[config.mk]
export PLATFORM = sky130hd
export DESIGN_NAME = icache_controller
export DESIGN_NICKNAME = d
export VERILOG_FILES = /design/src/rtl/icache_controller_pkg.sv /design/src/rtl/sat_counter.sv /design/src/rtl/icache_controller.sv
export SDC_FILE = /design/constraint.sdc
export NUM_CORES = 1
export LEC_CHECK = 0
export CAP_MARGIN = 20
export CORE_ASPECT_RATIO = 0.8
export CORE_MARGIN = 4
export CORE_UTILIZATION = 47
export CTS_BUF_LIST = sky130_fd_sc_hd__clkbuf_4 sky130_fd_sc_hd__clkbuf_8
export DETAILED_ROUTE_END_ITERATION = 16
export PLACE_DENSITY = 0.82
export SLEW_MARGIN = 20
export SYNTH_ARGS = -nofsm -noshare
export SYNTH_HDL_FRONTEND = slang
export SYNTH_SLANG_ARGS = --single-unit
[constraint.sdc]
create_clock -name clk -period 2.25 [get_ports clk]
set_clock_uncertainty 0.1 [all_clocks]
set_input_delay 0.3375 -clock clk [delete_from_list [all_inputs] [get_ports clk]]
set_output_delay 0.3375 -clock clk [all_outputs]
set_load 0.02 [all_outputs]
[src/rtl/icache_controller_pkg.sv]
// Shared types for the instruction cache control slice.
package icache_controller_pkg;

  typedef enum logic [1:0] {
    IC_IDLE    = 2'd0,
    IC_FILL    = 2'd1,
    IC_INSTALL = 2'd2
  } icache_state_e;

  localparam int STAT_WIDTH_DEFAULT = 32;

endpackage

[src/rtl/sat_counter.sv]
// Up-counter that sticks at all-ones instead of wrapping.
module sat_counter #(
  parameter int WIDTH = 32
) (
  input  logic             clk,
  input  logic             reset,
  input  logic             inc,
  output logic [WIDTH-1:0] count
);

  logic [WIDTH-1:0] count_q;
  logic [WIDTH-1:0] count_d;

  // Advance on inc unless already saturated
  always_comb begin
    count_d = count_q;
    if (inc && (count_q != {WIDTH{1'b1}})) begin
      count_d = count_q + {{(WIDTH-1){1'b0}}, 1'b1};
    end
  end

  // Count register, cleared by reset
  always_ff @(posedge clk) begin
    if (reset) begin
      count_q <= '0;
    end else begin
      count_q <= count_d;
    end
  end

  assign count = count_q;

endmodule

[src/rtl/icache_controller.sv]
// Control FSM for the direct-mapped icache: hits in the request cycle,
// misses refill the line from L2 highest word first, then install it.
module icache_controller
  import icache_controller_pkg::*;
#(
  parameter int STAT_WIDTH = STAT_WIDTH_DEFAULT
) (
  input  logic                  clk,
  input  logic                  reset,
  input  logic                  pipe_req_valid,
  output logic                  pipe_req_fulfilled,
  output logic                  l2_req_valid,
  input  logic                  l2_req_fulfilled,
  input  logic                  valid_block_match,
  input  logic                  counter_done,
  output logic                  load_mode,
  output logic                  perform_write,
  output logic                  clear_selected_valid_bit,
  output logic                  finish_new_line_install,
  output logic                  set_new_l2_block_address,
  output logic                  reset_counter,
  output logic                  decrement_counter,
  output logic [STAT_WIDTH-1:0] hit_count,
  output logic [STAT_WIDTH-1:0] miss_count
);

  icache_state_e state_q;
  icache_state_e state_d;
  // Marks that the request now being served in IDLE is the one that just refilled
  logic          refilled_q;
  logic          refilled_d;
  logic          hit_inc;
  logic          miss_inc;

  // Next-state and output decode; reset holds every output low
  always_comb begin
    state_d                  = state_q;
    refilled_d               = refilled_q;
    pipe_req_fulfilled       = 1'b0;
    l2_req_valid             = 1'b0;
    load_mode                = 1'b0;
    perform_write            = 1'b0;
    clear_selected_valid_bit = 1'b0;
    finish_new_line_install  = 1'b0;
    set_new_l2_block_address = 1'b0;
    reset_counter            = 1'b0;
    decrement_counter        = 1'b0;
    hit_inc                  = 1'b0;
    miss_inc                 = 1'b0;
    if (!reset) begin
      case (state_q)
        IC_IDLE: begin
          refilled_d = 1'b0;
          if (pipe_req_valid) begin
            if (valid_block_match) begin
              pipe_req_fulfilled = 1'b1;
              hit_inc            = !refilled_q;
            end else begin
              clear_selected_valid_bit = 1'b1;
              set_new_l2_block_address = 1'b1;
              reset_counter            = 1'b1;
              miss_inc                 = 1'b1;
              state_d                  = IC_FILL;
            end
          end
        end
        IC_FILL: begin
          load_mode    = 1'b1;
          l2_req_valid = 1'b1;
          if (l2_req_fulfilled) begin
            perform_write = 1'b1;
            if (counter_done) begin
              state_d = IC_INSTALL;
            end else begin
              decrement_counter = 1'b1;
            end
          end
        end
        IC_INSTALL: begin
          finish_new_line_install = 1'b1;
          refilled_d              = 1'b1;
          state_d                 = IC_IDLE;
        end
        default: begin
          state_d = IC_IDLE;
        end
      endcase
    end
  end

  // State register and refill marker
  always_ff @(posedge clk) begin
    if (reset) begin
      state_q    <= IC_IDLE;
      refilled_q <= 1'b0;
    end else begin
      state_q    <= state_d;
      refilled_q <= refilled_d;
    end
  end

  sat_counter #(.WIDTH(STAT_WIDTH)) u_hit_counter (
    .clk   (clk),
    .reset (reset),
    .inc   (hit_inc),
    .count (hit_count)
  );

  sat_counter #(.WIDTH(STAT_WIDTH)) u_miss_counter (
    .clk   (clk),
    .reset (reset),
    .inc   (miss_inc),
    .count (miss_count)
  );

endmodule

==> metrics <==
outcome complete, but fails checks; failing checks setup timing; most used flip-flop cell after synthesis dfxtp_1; # rows 27; maxcap violations 0; sw power 0.000534 W; simple-gate portion of the synthesized area 34.9%; fin cells 656; area growth from synthesis to layout 48.8%; antenna cell count 0; maximum VDD drop 0.000325 V; Critical Path End Type flip-flop; Clock Tree Root clkbuf_8; register bit count reported by yosys 67; Hold Vio Cnt, Final 0; placed cells 632; Initial Utilization 49.7%; relative slew slack 63.0%; Post-Syn Nets 433; Crit path arrival time 2.47 ns; DR pass1 iterations 5; hold-fix buffers at CTS 0; min-delay worst type flip-flop to flip-flop; Design Area, Final 0.00523 mm²; Lkg Pwr 1.87 nW; Routed Antenna Nets 0; combinational fraction of design power 5.1%; CTS Buf Count 9; Fill cells 525; most used cell along the critical path buf_4; grt ovf 0; Die Footprint 0.00893 mm²; TNS Setup -0.0594 ns; Worst-Margin Slew 0.556 ns; via count 3986; Die Span Y 85.3 µm; wire length per cell 16.8 µm; Setup WS pre-CTS -0.457 ns; first-iteration detailed-routing DRC count 245; Crit Path Class flip-flop to flip-flop; Avg Inst Size Synth 8.26 µm²; Async SR Flop Fraction 0%; warnings from Yosys 0; Post-Synth Adder-Cell Area 0.713%; initial antenna violation count 0; most frequent cells in the layout clkdlybuf4s50_1, buf_4, dfxtp_1, a21oi_1, or3_1; placer congestion estimate 0.873; fin. max-slew vios 0; DRC 0; Area after DPL 0.00480 mm²; Int Pwr 0.00183 W; Netlist cell types 52; compound-cell area share of the yosys netlist 18.4%; Post-synth EDFFs 0; FF/Latch Area 0.00136 mm²; clock buffer depth 2; vias in the first global route 3670; clock-pin slew on the worst setup and hold paths 0.07 ns; fin worst setup slack -0.0491 ns; largest stage delay on the critical path 0.53 ns; Clock power frac 44.5%; pin count of the biggest net entering global routing 73; combinational family with the most area after synthesis simple AND/OR/NAND/NOR gates; XOR/XNOR Fraction of Synth Area 0.998%; first-pass GRT wire length 17400 µm; synthesized cell area 0.00351 mm²; CP required 2.42 ns; share of cells above drive strength 1 25.8%; WL final 11000 µm; gr usage total 23.7%; Worst path slowest cell or4b_4; multi-input logic area 0.00219 mm²; drt via density 6.08; fmax 435 MHz; H-tree levels 3; Tmin final 2.30 ns; commonest non-fill, non-tap cell in the layout clkdlybuf4s50_1; sequential fraction of the synthesis area 38.2%; Chip Width 105 µm; post-synthesis mux area share 2.81%; crit share post-route 102%; PwrDens 453 mW/mm²; fin nets 572; Worst setup SP type flip-flop; crit path cell chain or4b_4 > buf_6 > nor2_4 > o31ai_4 > buf_4 > buf_4 > or3_1 > a21oi_1; port bufs 78; dpl hpwl 7440 µm; Net Sw Frac 22.6%; final total power 0.00237 W; CTS tree yes; RSZ-0062 raised after global routing true; Final Setup Violations 2; Core Area 0.00706 mm²; Seq pwr share 50.4%; number of I/O pins 79; worst-skew pair later-pin latency 0.36 ns; highest net fanout along the worst path 5; Mapped Cells 425; clk sink count 67
state kept, by name, indices dropped and copies added, names as in the netlist:
register,flops
u_miss_counter.count,32
refilled_q,1
u_hit_counter.count,32
state_q,2
logic make-up (layout without fill, tap and decap cells):
logic type	Yosys count	after routing
multiplexers	9	9
adder cells (fa/ha/maj)	2	2
AO/OA/AOI/OAI	111	112
buffers and inverters	29	172
XOR/XNOR	4	4
AND/OR/NAND/NOR	203	203
flip-flops	67	67
worst paths after layout:
kind              start                       to  slack (ns)  depth (start not counted)
max          state_q[0]  u_hit_counter.count[12]       -0.05                          8
min reg2reg  refilled_q               refilled_q        0.36                          2
min          refilled_q               refilled_q        0.36                          2
max reg2reg  state_q[0]  u_hit_counter.count[12]       -0.05                          8
synth_stat cells (all sizes together) (2+ instances only):
cell type	count	area [µm²]
and2	3	18.8
dfxtp	67	1340
nor2b	7	43.8
nor3b	2	15.0
mux2	7	78.8
and4	7	61.3
nand2b	3	18.8
nor3	10	55.1
or2	2	12.5
nand3	28	145
or3	34	213
or4	17	128
nor2	29	116
mux2i	2	20.0
inv	7	26.3
or4b	2	23.8
o31ai	18	149
and3	9	56.3
clkbuf	8	30.0
o21ai	31	155
o2111ai	2	17.5
nand2	20	77.6
xor2	3	26.3
nand4	22	150
a21oi	52	260
buf	13	77.6
o211ai	3	22.5
ha	2	25.0
nor4	6	71.3
layout make-up:
class | instances | area share [%]
clock inverters | 2 | 0.670
clock buffers | 14 | 3.21
flip-flops and latches | 67 | 26.1
repair buffers | 148 | 25.4
multi-input cells | 330 | 41.9
well taps | 87 | 2.08
inverters | 8 | 0.599
per-layer routing:
| metal | global-route usage [%] | part of all wire (%) |
|---|---|---|
| met1 | 31.1 | 45 |
| met4 | 8.58 | 2.0 |
| met2 | 37.2 | 47 |
| met3 | 6.77 | 6.0 |
| met5 | 0 | 0 |
critical path: cells and delay by family, from the launching register on:
| family | cells | cell delay, ns |
|---|---|---|
| simple gates | 3 | 1.06 |
| buf+inv | 3 | 0.44 |
| flops | 1 | 0.31 |
| compound gates | 2 | 0.29 |
repair_timing:
| action | CTS | global route |
|---|---|---|
| cloned | 1 | 0 |
| pin swaps | 5 | 14 |
| buffers inserted | 3 | 4 |
| endpoints found under the setup margin | 22 | 45 |
| gates resized for setup | 15 | 32 |
stage by stage:
stage          hold slack, ns  util (%)
4_1_cts                 0.355      72.1
6_report                0.355      74.0
3_5_place_dp            0.347      68.0
5_1_grt                 0.392      74.0
3_3_place_gp            0.340      68.0
2_1_floorplan           0.331         -
power by group through the flow:
stage	Combinational, W	Clock, W	Sequential [W]
6_report	0.000120	0.00105	0.00119
5_1_grt	0.000130	0.00110	0.00119
4_1_cts	0.000114	0.00106	0.00119
3_5_place_dp	0.000112	0	0.00122
3_3_place_gp	0.000109	0	0.00122
2_1_floorplan	0.0000590	0	0.00122
No activity file was read; power rests on OpenSTA's default activity.
